<file path="src/rtl/fft_pkg.sv">
// fft_pkg: shared definitions for the FFT output reorder stage.
//   DATA_WIDTH_DEF / N_POINTS_DEF : default component width and frame length
//   rd_state_e                    : read-side FSM states
//   bitrev()                      : reverse the low nbits of an index
package fft_pkg;

  localparam int DATA_WIDTH_DEF = 16;
  localparam int N_POINTS_DEF   = 16;

  typedef enum logic {
    R_IDLE = 1'b0,
    R_READ = 1'b1
  } rd_state_e;

  function automatic logic [31:0] bitrev(input logic [31:0] idx, input int nbits);
    logic [31:0] r;
    r = '0;
    for (int i = 0; i < nbits; i++) begin
      r[i] = idx[nbits-1-i];
    end
    return r;
  endfunction

endpackage

</file>
<file path="src/rtl/fft_dpram.sv">
// fft_dpram: simple dual-port RAM, synchronous write, registered read.
//   clk      : clock
//   we       : write enable
//   wr_addr  : write address {bank, index}
//   wr_data  : write data
//   rd_en    : read enable; rd_data holds when low
//   rd_addr  : read address {bank, index}
//   rd_data  : read data, valid the cycle after rd_en
// Contents are deliberately not reset.
module fft_dpram #(
  parameter int WIDTH     = 32,
  parameter int ADDR_BITS = 5
) (
  input  logic                 clk,
  input  logic                 we,
  input  logic [ADDR_BITS-1:0] wr_addr,
  input  logic [WIDTH-1:0]     wr_data,
  input  logic                 rd_en,
  input  logic [ADDR_BITS-1:0] rd_addr,
  output logic [WIDTH-1:0]     rd_data
);

  logic [WIDTH-1:0] mem [2**ADDR_BITS];

  always_ff @(posedge clk) begin
    if (we) begin
      mem[wr_addr] <= wr_data;
    end
    if (rd_en) begin
      rd_data <= mem[rd_addr];
    end
  end

endmodule

</file>
<file path="src/rtl/fft_bitrev_reorder.sv">
// fft_bitrev_reorder: buffers bit-reversed FFT frames in a ping-pong RAM and
// replays each frame in natural order with frame-boundary markers.
//   clk        : clock, rising edge
//   rst        : asynchronous active-high reset
//   en         : din_* valid this cycle
//   din_re/im  : FFT output sample, bit-reversed order
//   dout_re/im : reordered sample (holds when dout_valid=0)
//   dout_valid : dout_* valid
//   dout_first : natural index 0 of a frame
//   dout_last  : natural index N-1 of a frame
//
// Read FSM
//   state  | meaning
//   R_IDLE | no frame pending, RAM read disabled
//   R_READ | sweeping rd_bank addresses 0..N-1, one per cycle
module fft_bitrev_reorder
  import fft_pkg::*;
#(
  parameter int DATA_WIDTH = DATA_WIDTH_DEF,
  parameter int N_POINTS   = N_POINTS_DEF
) (
  input  logic                  clk,
  input  logic                  rst,
  input  logic                  en,
  input  logic [DATA_WIDTH-1:0] din_re,
  input  logic [DATA_WIDTH-1:0] din_im,
  output logic [DATA_WIDTH-1:0] dout_re,
  output logic [DATA_WIDTH-1:0] dout_im,
  output logic                  dout_valid,
  output logic                  dout_first,
  output logic                  dout_last
);

  localparam int LOG2N_BITS = $clog2(N_POINTS);
  localparam logic [LOG2N_BITS-1:0] CNT_MAX = LOG2N_BITS'(N_POINTS - 1);

  logic [LOG2N_BITS-1:0]   wr_cnt_q;
  logic                    wr_bank_q;
  logic [LOG2N_BITS-1:0]   wr_idx;
  logic                    frame_done;

  rd_state_e               state_q, state_d;
  logic [LOG2N_BITS-1:0]   rd_cnt_q, rd_cnt_d;
  logic                    rd_bank_q, rd_bank_d;
  logic                    rd_en;

  logic                    s1_valid, s1_first, s1_last;
  logic [2*DATA_WIDTH-1:0] ram_q;

  // Combinational so the reader starts on the same edge that stores the
  // final sample; this gives the two-cycle capture-to-X[0] latency.
  assign frame_done = en && (wr_cnt_q == CNT_MAX);
  assign wr_idx     = LOG2N_BITS'(bitrev(32'(wr_cnt_q), LOG2N_BITS));

  always_ff @(posedge clk or posedge rst) begin
    if (rst) begin
      wr_cnt_q  <= '0;
      wr_bank_q <= 1'b0;
    end else if (en) begin
      wr_cnt_q <= wr_cnt_q + 1'b1;
      if (frame_done) begin
        wr_bank_q <= ~wr_bank_q;
      end
    end
  end

  always_ff @(posedge clk or posedge rst) begin
    if (rst) begin
      state_q   <= R_IDLE;
      rd_cnt_q  <= '0;
      rd_bank_q <= 1'b0;
    end else begin
      state_q   <= state_d;
      rd_cnt_q  <= rd_cnt_d;
      rd_bank_q <= rd_bank_d;
    end
  end

  always_comb begin
    state_d   = state_q;
    rd_cnt_d  = rd_cnt_q;
    rd_bank_d = frame_done ? wr_bank_q : rd_bank_q;
    rd_en     = 1'b0;
    case (state_q)
      R_IDLE: begin
        if (frame_done) begin
          state_d  = R_READ;
          rd_cnt_d = '0;
        end
      end
      R_READ: begin
        rd_en = 1'b1;
        if (rd_cnt_q == CNT_MAX) begin
          rd_cnt_d = '0;
          if (!frame_done) begin
            state_d = R_IDLE;
          end
        end else begin
          rd_cnt_d = rd_cnt_q + 1'b1;
        end
      end
      default: state_d = R_IDLE;
    endcase
  end

  fft_dpram #(
    .WIDTH     (2*DATA_WIDTH),
    .ADDR_BITS (LOG2N_BITS+1)
  ) u_ram (
    .clk     (clk),
    .we      (en),
    .wr_addr ({wr_bank_q, wr_idx}),
    .wr_data ({din_re, din_im}),
    .rd_en   (rd_en),
    .rd_addr ({rd_bank_q, rd_cnt_q}),
    .rd_data (ram_q)
  );

  // Markers travel one stage alongside the registered RAM read.
  always_ff @(posedge clk or posedge rst) begin
    if (rst) begin
      s1_valid <= 1'b0;
      s1_first <= 1'b0;
      s1_last  <= 1'b0;
    end else begin
      s1_valid <= rd_en;
      s1_first <= rd_en && (rd_cnt_q == '0);
      s1_last  <= rd_en && (rd_cnt_q == CNT_MAX);
    end
  end

  always_ff @(posedge clk or posedge rst) begin
    if (rst) begin
      dout_re    <= '0;
      dout_im    <= '0;
      dout_valid <= 1'b0;
      dout_first <= 1'b0;
      dout_last  <= 1'b0;
    end else begin
      dout_valid <= s1_valid;
      dout_first <= s1_first;
      dout_last  <= s1_last;
      if (s1_valid) begin
        {dout_re, dout_im} <= ram_q;
      end
    end
  end

endmodule

</file>
<file path="config.mk">
export PLATFORM = sky130hd
export DESIGN_NAME = fft_bitrev_reorder
export DESIGN_NICKNAME = d
export VERILOG_FILES = /design/src/rtl/fft_pkg.sv /design/src/rtl/fft_dpram.sv /design/src/rtl/fft_bitrev_reorder.sv
export SDC_FILE = /design/constraint.sdc
export NUM_CORES = 1
export LEC_CHECK = 0
export CAP_MARGIN = 20
export CORE_ASPECT_RATIO = 0.8
export CORE_MARGIN = 2
export CORE_UTILIZATION = 30
export CTS_CLUSTER_DIAMETER = 150
export DETAILED_ROUTE_END_ITERATION = 8
export GPL_TIMING_DRIVEN = 0
export PLACE_DENSITY = 0.54
export SETUP_SLACK_MARGIN = 0.4
export SKIP_LAST_GASP = 1
export SLEW_MARGIN = 10
export SYNTH_ARGS = -nofsm -noshare
export SYNTH_HDL_FRONTEND = slang
export SYNTH_SLANG_ARGS = --single-unit
</file>
<file path="constraint.sdc">
create_clock -name clk -period 4.5 [get_ports clk]
set_input_delay 0.9 -clock clk [delete_from_list [all_inputs] [get_ports clk]]
set_output_delay 0.9 -clock clk [all_outputs]
set_load 0.02 [all_outputs]
</file>
==> results of run 1 <==
-- report_power, final --
part           internal (uW)  leakage (uW)  switching (uW)
clock                   5050       0.00172            3910
sequential             12500        0.0101             324
combinational           3440       0.00368            5450
total                  21000        0.0155            9680
-- layer usage --
layer  global-route usage [%]  up-vias
li1                         -     8494
met4                     4.06       10
met2                     23.9      937
met3                     3.49      162
met5                        0        -
met1                     23.8    11200
-- cells in the mapped netlist, types with 18 or more instances --
library cell	n	area share [%]
o22ai_1	31	0.47
o221ai_1	23	0.48
buf_2	33	0.40
nand2_1	19	0.17
mux2_2	54	1.5
a21oi_1	30	0.36
mux2i_1	108	2.6
mux4_2	188	10
nor2_1	36	0.32
clkbuf_1	43	0.39
a22o_1	18	0.38
a22oi_1	69	1.2
edfxtp_1	1056	76
dfrtp_1	49	2.9
-- worst min path at each step --
stage	endpoint	cells after the start
3_3_place_gp	dout_first	0
3_5_place_dp	dout_last	0
2_1_floorplan	dout_first	0
4_1_cts	dout_valid	0
6_report	dout_valid	0
5_1_grt	dout_first	0
-- through the flow --
step	hold slack [ns]	total power, uW
finish	0.369	30600
global route	0.377	31700
CTS	0.371	30800
detailed placement	0.356	21900
global placement	0.342	21400
floorplan	0.331	17900
-- layout make-up --
type	instances	area share, %
well taps	1860	4.67
inverters	4	0.0352
plain buffers	111	1.19
clock buffers	134	5.75
flip-flops and latches	1105	66.1
multi-input cells	663	16.9
repair buffers	135	4.01
clock inverters	68	1.28
diodes	1	0.00503
-- placed cells by master, fill, tap and decap left out, drive strengths merged, types with 10 or more instances in the layout --
master         count
mux4             192
a21oi             30
mux2              54
clkbuf           178
a22o              18
o22ai             31
mux2i            108
nor2              36
nand2             19
clkinv            49
dfrtp             49
a2111oi           17
a211oi            15
clkdlybuf4s50     53
a22oi             69
inv               10
o221ai            23
buf              149
edfxtp          1056
-- worst register-to-register path, cell delays in order, from the launching register on --
cell,delay [ns]
dfrtp_1,0.40
or3b_2,0.21
clkbuf_1,0.54
clkbuf_1,0.78
o22ai_1,0.27
a2111oi_2,1.04
a21oi_1,0.19
-- kinds of logic after synthesis --
family	count (synthesis)	synth area share (%)
compound gates	220	3.99
xor+xnor	4	0.0840
fa+ha+maj	3	0.0900
buf+inv	115	1.45
flops	1105	79.0
mux	354	14.5
simple gates	82	0.936
-- flip-flops by register name, indices dropped and copies added, names as in the netlist --
| name | flops |
|---|---|
| dout_first | 1 |
| dout_im | 16 |
| dout_last | 1 |
| dout_re | 16 |
| dout_valid | 1 |
| rd_bank_q | 1 |
| rd_cnt_q | 4 |
| s1_first | 1 |
| s1_last | 1 |
| s1_valid | 1 |
| state_q | 1 |
| u_ram.mem | 1024 |
| u_ram.rd_data | 32 |
| wr_bank_q | 1 |
| wr_cnt_q | 4 |
==> impl_results.md, run 1 <==
* Final Setup Violations at 0
* Most common cell on crit path: clkbuf_1
* Fin cells at a little over 4000
* WS Path Type: reg -> reg
* WP data arrival at between 4 and 5 ns
* Clock sink count at 1105
* Dpl cell area at approximately 46000 sq um
* Core ar. at around 140000 sq um
* Largest net degree at the start of global routing at 34
* Status: finished, final reports clean
* Setup WS post-layout at approximately 0.76 ns
* Setup bufs post-CTS at 0
* CTS root buffer: clkbuf_16
* Critical path cell sequence: or3b_2, clkbuf_1, clkbuf_1, o22ai_1, a2111oi_2, a21oi_1
* Final WL at around 110 mm
* DR pass1 iterations at 6
* Post-Route Setup TNS at 0 ns
* Grt ovf at 0
* Via count at about 21000
* DIE HEIGHT at 337 um
* Worst path slowest cell: a2111oi_2
* Final ANT Viol Nets at 0
* Clock transition at the registers of the reported paths at approximately 0.060 ns
* Drc violations at 0
* Maximum VDD drop at approximately 0.0004 V
* Slew HR at between 20% and 30%
* I/O pin total at 70
* DP Worst Slack at approximately 0.86 ns
* Placer Congestion at ~0.79
* Final Critical Period at 3.74 ns
* Crit path depth at 6
* Critical Path RT at approximately 5 ns
* Hold crit path type: reg -> reg
* Design area at 49800 sq um
* Cells after DPL at between 3000 and 4000
* Register area share after synthesis at about four fifths
* Worst r2r path cells at 6
* Setup Skew at roughly 0.035 ns
* Buf+Inv Stages, Crit Path at 2
* Nature of the critical path endpoint: register
* Max cap viols at 0
* Worst setup startpoint: rd_cnt_q[2]
* Unrepaired setup endpoints after global routing: false
* Slowest stage delay, CP at 1.04 ns
* I/O Buffers at 68
* Ys flop type: edfxtp_1
* Reg-to-reg setup timing slack at 0.76 ns
* Synth Instances at ~1900
* Synth warn at 0
* TritonCTS Buffers at 109
* Layout area overhead at 19.4%
* Met2 Wirelength at 50.7 mm
* Worst-path maximum fanout at 10
* Share of layout cells above drive strength 1 at a little over a quarter
* First-pass GRT wire length at ~160 mm
* Element type at the critical path start: register
* Syn avg cell area at approximately 22 sq um
* FF+latch area at approximately 33000 sq um
* Cell variety after synth at 40
* H-Tree Depth at 3
* Detailed router's first-iteration violation count at 2733
* Worst Setup EP: u_ram.rd_data[19]
* Syn Nets at slightly below 2000
* Hold Crit Start: s1_valid
* Tightest Pin Transition at between 1 and 1.5 ns
* Gr usage total at about 16%
* Fillers at roughly 12000
* Fmax at around 0.27 GHz
* EDFF count, synth at between 1000 and 1500
* Final HPWL DP at ~76 mm
* Full die area at 142000 sq um
* Clk_lat worst skew at a little over 0.7 ns
* CTS tree: done
* Top Metal Used: met5
* Number of gates resized after CTS at 0
* Initial antenna violation count at 8
* Register bit count reported by yosys at 1105
* Finished Core Util at about 36%
* P_leak at 0.0155 uW
* CTS max path bufs at 3
* Via density per instance at slightly above 5
* Met1 Wirelength at 51.6 mm
* Number of global-route vias before repair at around 21000
* CP delay by family, top: compound AO/OA/AOI/OAI gates
* PwrDens at around 620 nW/um^2
* Asr flop ratio synth at 4.43%
* Nets at 2167
* Final Hold Fails at 0
* Die W at about 420 um
* Mean routed wirelength per cell at roughly 28 um
* Period utilisation layout at 83.2%
* Hold buffers post-CTS at 0
* Multi-input logic area at 8420 sq um
* Max-slew violation count at 0
* Cell Area, Synth at 41700 sq um
* Initial Util at 30.2%
* Reg2reg start: rd_cnt_q[2]
* Routed wl met3 at between 9 and 10 mm
* Row count at ~120
* FF-to-FF End: u_ram.rd_data[19]
No activity file was read; power rests on OpenSTA's default activity.
==> run 2, diff against run 1 <==
--- a/config.mk
+++ b/config.mk
@@ -12,7 +12,7 @@
 export CTS_CLUSTER_DIAMETER = 150
 export DETAILED_ROUTE_END_ITERATION = 8
 export GPL_TIMING_DRIVEN = 0
-export PLACE_DENSITY = 0.54
+export PLACE_DENSITY = 0.56
 export SETUP_SLACK_MARGIN = 0.4
 export SKIP_LAST_GASP = 1
 export SLEW_MARGIN = 10
==> constraint.sdc (replaced) <==
create_clock -name clk -period 3.2 [get_ports clk]
set_input_delay 0.64 -clock clk [delete_from_list [all_inputs] [get_ports clk]]
set_output_delay 0.64 -clock clk [all_outputs]
set_load 0.02 [all_outputs]
==> impl_results.md, run 2 (same netlist as run 1, synthesis figures left out) <==
* Status: finished, final reports clean
* CTS tree: done
* Switching Share at a little under a third
* Nets at about 2200
* Multi-input logic area at around 9000 sq um
* Critical Path RT at 3.55 ns
* Final Critical Period at between 2 and 3 ns
* Row count at between 100 and 150
* Final Hold Fails at 0
* Period utilisation layout at around 90%
* Mean routed wirelength per cell at about 28 um
* H-Tree Depth at 3
* Final ANT Viol Nets at 0
* Clk_lat worst skew at approximately 0.7 ns
* WS Path Type: reg -> reg
* Met2 Wirelength at about 52 mm
* Via density per instance at between 5 and 6
* First-pass GRT wire length at approximately 160 mm
* Net Sw Power at approximately 14000 uW
* Number of global-route vias before repair at between 20000 and 25000
* Number of flip-flops in the largest register at approximately 1000
* Setup WS post-layout at about 0.28 ns
* Die W at 421 um
* DP Worst Slack at -0.352 ns
* CTS root buffer: clkbuf_16
* Share of layout cells above drive strength 1 at 29.5%
* Clock sink count at 1105
* Initial antenna violation count at 9
* P_leak at between 0.015 and 0.02 uW
* Comb power frac at between 30 and 40%
* Final HPWL DP at roughly 75 mm
* TritonCTS Buffers at 110
* DIE HEIGHT at between 300 and 400 um
* Met1 Wirelength at between 40 and 50 mm
* Top Metal Used: met5
* Commonest non-fill, non-tap cell in the layout: edfxtp_1
* Layout area overhead at 20.7%
* Hold crit path type: reg -> reg
* Finished Core Util at 36.4%
* Final Setup Violations at 0
* Clock transition at the registers of the reported paths at 0.07 ns
* Largest regs: u_ram.mem x1024, u_ram.rd_data x32
* Placer Congestion at between 0.8 and 0.9
* Gr usage total at 15.7%
* Drc violations at 0
* Fmax at 0.343 GHz
* Maximum VDD drop at 0.000457 V
* Power Internal at 30000 uW
* Hold Slack at 0.352 ns
* Detailed router's first-iteration violation count at between 2000 and 3000
* I/O Buffers at ~70
* Setup Skew at 0.0446 ns
* Clock group share of total power at 28.6%
* WP data arrival at between 3 and 4 ns
* Routed wl met3 at between 10 and 15 mm
* Fillers at between 10000 and 15000
* DR pass1 iterations at 6
* Max cap viols at 0
* Tightest Pin Transition at ~1.1 ns
* Via count at 20800
* PwrDens at between 800 and 900 nW/um^2
* Fin cells at about 4100
* Grt ovf at 0
* Max-slew violation count at 0
* Core ar. at 138000 sq um
* Reg with most FFs: u_ram.mem
* Most frequent cells in the layout: edfxtp_1 (1056), mux4_2 (189), clkbuf_16 (113), mux2i_1 (108), a22oi_1 (60)
* Unrepaired setup endpoints after global routing: true
* Element type at the critical path start: register
* Nature of the critical path endpoint: register
* Cells after DPL at 3860
* Full die area at ~140000 sq um
* Worst-path maximum fanout at 10
* Final WL at ~110 mm
* Power Total at ~44000 uW
* Seq pwr share at between 40% and 50%
* Slew HR at between 20% and 30%
* FF+latch area at 32900 sq um
* CTS max path bufs at 3
* Initial Util at between 30% and 40%
* I/O pin total at 70
* Largest net degree at the start of global routing at 50
==> run 2: metrics by stage <==
stage,cell area (sq um),setup TNS [ns]
2_1_floorplan,41700,0
5_1_grt,50300,0
4_1_cts,49900,0
3_3_place_gp,44700,-1289.62
6_report,50300,0
3_5_place_dp,46000,-3.73
==> run 2: layer usage <==
layer | GRT usage [%] | up-vias
met5 | 0 | -
met4 | 4.03 | 8
met3 | 3.25 | 171
met2 | 24.4 | 1031
met1 | 22.4 | 11100
li1 | - | 8499
==> run 2: power by group through the flow <==
stage	logic, uW	registers [uW]	clock network [uW]
after detailed placement	12400	18300	0
after global placement	11600	18400	0
after floorplan	6770	18400	0
final	13300	18000	12500
after global routing	13900	18100	13300
after CTS	13000	18000	12700
==> run 2: final timing paths <==
kind / slack, ns / to / depth (start not counted) / startpoint
worst max-delay path: 0.28 / u_ram.rd_data[30] / 7 / rd_cnt_q[2]
min in group asynchronous: 0.45 / dout_im[4] / 2 / rst
worst min-delay path: 0.35 / dout_first / 0 / s1_first
worst max register to register: 0.28 / u_ram.rd_data[30] / 7 / rd_cnt_q[2]
max in group asynchronous: 2.15 / dout_re[13] / 2 / rst
worst min register to register: 0.35 / dout_first / 0 / s1_first
==> run 2: repair_timing <==
action                                 4_1_cts  5_1_grt
endpoints found under the hold margin        0        0
resized for setup                           93       54
pin swaps                                    9       20
buffers inserted                             2       17
cloned                                       0        0
setup endpoints to repair                   32      190
hold buffers                                 0        0
==> run 2: area by class of cell <==
cell class	instances	area share, %
clock inverter	54	0.932
inverter	4	0.0348
sequential	1105	65.4
antenna	1	0.00497
clock buffer	146	5.98
multi-input combinational	663	17.4
tap	1860	4.62
buffer	110	1.55
timing repair buffer	144	4.05
==> run 2: critical path, stage by stage, from the launching register on <==
cell and delay [ns]:
dfrtp_1 0.40, buf_4 0.20, nor2b_1 0.17, buf_2 0.31, and2_1 0.27, clkbuf_2 0.23
a221oi_1 0.63, a31oi_1 0.35
==> edit 1, RTL diff (flow settings as in run 2) <==
Register the output `dout_re` once more, with the module's reset; this adds one clock of latency there. The other outputs are not delayed to match.
--- a/src/rtl/fft_bitrev_reorder.sv
+++ b/src/rtl/fft_bitrev_reorder.sv
@@ -33,6 +33,8 @@
 
   localparam int LOG2N_BITS = $clog2(N_POINTS);
   localparam logic [LOG2N_BITS-1:0] CNT_MAX = LOG2N_BITS'(N_POINTS - 1);
+
+  logic [DATA_WIDTH-1:0] dout_re_s0;
 
   logic [LOG2N_BITS-1:0]   wr_cnt_q;
   logic                    wr_bank_q;
@@ -131,7 +133,7 @@
 
   always_ff @(posedge clk or posedge rst) begin
     if (rst) begin
-      dout_re    <= '0;
+      dout_re_s0 <= '0;
       dout_im    <= '0;
       dout_valid <= 1'b0;
       dout_first <= 1'b0;
@@ -141,8 +143,16 @@
       dout_first <= s1_first;
       dout_last  <= s1_last;
       if (s1_valid) begin
-        {dout_re, dout_im} <= ram_q;
+        {dout_re_s0, dout_im} <= ram_q;
       end
+    end
+  end
+
+  always_ff @(posedge clk or posedge rst) begin
+    if (rst) begin
+      dout_re <= '0;
+    end else begin
+      dout_re <= dout_re_s0;
     end
   end
 
Behaviour: same outputs for any inputs over 10 cycles, from zero or initial values and one cycle with rst high; that may be too few to reach the edited logic, so the function may still have changed.
==> edit 1 against run 2 <==
Sequential share of layout area is 0.066 points lower; design area is 1.3% higher; routed wire length is 1.7% higher; sequential cell count up 16; synthesized area increased by 1.4%; sequential power grew 2%; hold slack got worse by 0.10 ns; setup slack improved by 0.13 ns; largest cell class unchanged; power increased by 1.4%; largest power group unchanged.
==> edit 1: results (changes against run 2) <==
{| class="wikitable"
! Metric !! Value
|-
| Pin count of the biggest net entering global routing || 55 (+10%)
|-
| DP Area || 46600 sq um (+1.3%)
|-
| Antenna violations before repair || 8 (-1)
|-
| Class of the most critical hold timing path || primary input to asynchronous set/reset pin
|-
| Register-to-register path setup slack || 0.41 ns (+0.13 ns)
|-
| Total Routed Length || 115 mm (+1.7%)
|-
| Fraction of final layout cells sized beyond drive strength 1 || 29.9% (+0.38 points)
|-
| Detailed-router iteration count before antenna repair || 5 (-1)
|-
| Run status || completed
|-
| Compound-gate portion of the synthesized area || 3.87% (-0.11 points)
|-
| Wire per inst || 27.6 um (+0.18%)
|-
| Synth top area cells || edfxtp_1 75%, mux4_2 10%, dfrtp_1 3.8%
|-
| Xor-xnor portion of the synthesized cell area || 0.0829% (-0.0012 points)
|-
| Number of library cell types mapped by synthesis || 43 (+7.5%)
|-
| Transition time at the pin with the least slew margin || 1.22 ns (+0.101 ns)
|-
| Switching power share of the total || 31.1% (-0.33 points)
|-
| Synth async-reset ratio || 5.80% (+1.4 points)
|-
| Count of nets after finishing || 2217 (+1.9%)
|-
| Mux cell area share after synthesis || 14.3% (-0.20 points)
|-
| Part of the total power dissipated in sequential elements || 41.4% (+0.3 points)
|-
| DP HPWL || 76.2 mm (+1.7%)
|-
| Routed via count || 21100 (+1.1%)
|-
| Most instantiated cells after synthesis || 1056 x edfxtp_1, 192 x mux4_2, 96 x mux2i_1, 70 x a22oi_1, 66 x mux2_2
|-
| Global-route wire length before repair || 160 mm (+1.5%)
|-
| GRT Util Overall || 15.6% (-0.13 points)
|-
| DRC violation total after the first TritonRoute iteration || 2439 (-9.5%)
|-
| Post-synthesis adder-cell area fraction || 0.0888% (-0.0013 points)
|-
| Setup clock skew after layout || 0.0284 ns (-0.0162 ns)
|-
| Gp weighted congestion || 0.815 (-0.31%)
|-
| WP data arrival || 3.17 ns (-0.10 ns)
|-
| Portion of the post-synthesis area used by sequential elements || 78.8% (-0.15 points)
|}
## edit 1: cell types whose count changed after synthesis, moves of 10 or more
cell | before | now
and3_1 | 2 | 12
buf_6 | 8 | 22
clkbuf_1 | 43 | 32
dfrtp_1 | 49 | 65
mux2_2 | 54 | 66
mux2i_1 | 108 | 96
## edit 1: timing repair
action / 4_1_cts / 5_1_grt
setup buffers: 0 / 29
pin swaps: 10 / 22
setup endpoints to repair: 39 / 234
gates resized for setup: 64 / 35
## edit 1: worst min-delay path by stage
stage	slack (ns)	depth (start not counted)	startpoint	endpoint
final	0.25	2	rst	dout_im[14]
after floorplan	0.33	0	s1_first	dout_first
after global routing	0.26	2	rst	dout_im[14]
after CTS	0.23	2	rst	dout_im[14]
after detailed placement	0.34	0	s1_last	dout_last
after global placement	0.34	0	s1_first	dout_first
## edit 1: stage by stage
stage          setup slack (ns)  TNS [ns]
2_1_floorplan             0.216         0
5_1_grt                   0.367         0
3_5_place_dp             -0.296    -0.711
6_report                  0.411         0
4_1_cts                   0.400         0
3_3_place_gp              -1.83  -1389.05
## edit 1: final cells by class
cell class                 count  area, sq um
tap                         1875         2350
timing repair buffer         156         2160
fill                       12600        89200
clock inverter                52          520
antenna                        3         7.51
clock buffer                 153         3020
buffer                       110          807
inverter                       4         17.5
sequential                  1121        33300
multi-input combinational    675         8790
## edit 1: worst max-delay path: stages (launching register included)
cell	delay, ns
dfrtp_1	0.47
or3b_2	0.22
buf_2	0.31
buf_2	0.43
o22ai_1	0.19
a2111oi_4	0.69
a21oi_1	0.14
## edit 1: per-layer routing
layer | vias up | track usage, % | share of wire (%)
li1 | 8598 | - | -
met1 | 11300 | 22.3 | 43
met2 | 954 | 23.8 | 46
met3 | 177 | 3.14 | 8.6
met4 | 8 | 4.81 | 2.6
met5 | - | 0 | 0.045
==> edit 2, RTL diff (config.mk and constraints of run 2) <==
Made on the original files. `DATA_WIDTH_DEF`: 16 -> 18.
--- a/src/rtl/fft_pkg.sv
+++ b/src/rtl/fft_pkg.sv
@@ -4,7 +4,7 @@
 //   bitrev()                      : reverse the low nbits of an index
 package fft_pkg;
 
-  localparam int DATA_WIDTH_DEF = 16;
+  localparam int DATA_WIDTH_DEF = 18;
   localparam int N_POINTS_DEF   = 16;
 
   typedef enum logic {
Ports: changed (resized din_im, din_re, dout_im and dout_re); port bits go from 70 to 78. No check against the original RTL was run, so the function may have changed too.
==> edit 2 against run 2 <==
Synthesized area rose by 12%; sequential cell count up 136; routed wire length rose by 17%; setup slack improved by 0.093 ns; non-clock buffer count increased by 52; critical endpoint is now u_ram.rd_data[25]; design area rose by 13%; power is 12% higher; combinational power grew 8%; clock power grew 14%.
==> edit 2: results (changes against run 2) <==
{| class="wikitable"
! Metric !! Value
|-
| Run status || completed
|-
| DP HPWL || 86.1 mm (+15%)
|-
| Setup bufs post-CTS || 17 (+15)
|-
| DP Area || 51900 sq um (+13%)
|-
| Clock latency reported for the late side of the worst-skew pair || 0.76 ns (+0.06 ns)
|-
| P_int || 0.0335 W (+12%)
|-
| Total Routed Length || 131 mm (+17%)
|-
| DRC violation total after the first TritonRoute iteration || 2831 (+5.0%)
|-
| Critical Path Slowest Stage Cell || clkbuf_1
|-
| Post-route worst setup slack || 0.378 ns (+0.0928 ns)
|-
| Fraction of final layout cells sized beyond drive strength 1 || 28.4% (-1.1 points)
|-
| Count of nets after finishing || 2450 (+13%)
|-
| GRT Util Overall || 16.2% (+0.47 points)
|-
| Port Buffer Count || 76 (+12%)
|-
| Net Count, Synth || 2144 (+12%)
|-
| Comb group || 0.0144 W (+8%)
|-
| Layout fillers || 13800 (+10%)
|-
| Max-Slew Margin vs Limit || 20.8% (-4.8 points)
|-
| Worst IR drop on VDD || 0.552 mV (+21%)
|-
| Logic gate share of total power || 29.5% (-0.8 points)
|-
| Leakage power summed over all cells || 17.8 nW (+13%)
|-
| Largest registers || u_ram.mem (1152), u_ram.rd_data (36)
|-
| Number of placed cells counting well taps || 4274 (+11%)
|-
| Pre-CTS setup slack || -0.412 ns (-0.0602 ns)
|-
| Biggest cell delay along the critical path || 0.73 ns (+0.10 ns)
|}
-- edit 2: changes by cell type after synthesis, moves of 10 or more --
cell	change
o22ai_1	-14
mux4_2	+31
a2111oi_2	+10
a211oi_1	-15
edfxtp_1	+132
mux2i_1	+16
clkbuf_1	+13
o221ai_1	+22
a21oi_1	+24
-- edit 2: logic make-up (layout without fill, tap and decap cells) --
logic type,after synthesis,in the layout,synth area share [%]
XOR/XNOR,4,4,0.0748
AO/OA/AOI/OAI,246,246,4.02
AND/OR/NAND/NOR,84,84,0.863
multiplexers,397,397,14.5
flip-flops,1241,1241,79.0
buffers and inverters,127,541,1.50
other,0,2,0
adder cells (fa/ha/maj),3,3,0.0801
-- edit 2: area by class of cell --
cell class,count,share of cell area [%]
Antenna cell,2,0.00883
Clock buffer,160,5.78
Buffer,123,1.39
Inverter,4,0.0309
Clock inverter,71,1.26
Tap cell,2030,4.48
Multi-Input combinational cell,734,16.7
Timing Repair Buffer,183,5.05
Sequential cell,1241,65.3
-- edit 2: routing by layer --
| metal | global-route usage, % | part of all wire [%] | up-vias |
|---|---|---|---|
| li1 | - | - | 9561 |
| met4 | 5.43 | 3.8 | 16 |
| met1 | 22.2 | 41 | 12600 |
| met5 | 0 | 0.076 | - |
| met2 | 25.1 | 46 | 1230 |
| met3 | 4.15 | 9.1 | 292 |
-- edit 2: how the worst min path moves through the flow --
| stage | endpoint | cells past startpoint |
|---|---|---|
| 6_report | wr_cnt_q[0] | 2 |
| 3_3_place_gp | dout_last | 0 |
| 5_1_grt | wr_cnt_q[0] | 2 |
| 4_1_cts | wr_cnt_q[0] | 2 |
| 3_5_place_dp | dout_last | 0 |
| 2_1_floorplan | dout_first | 0 |
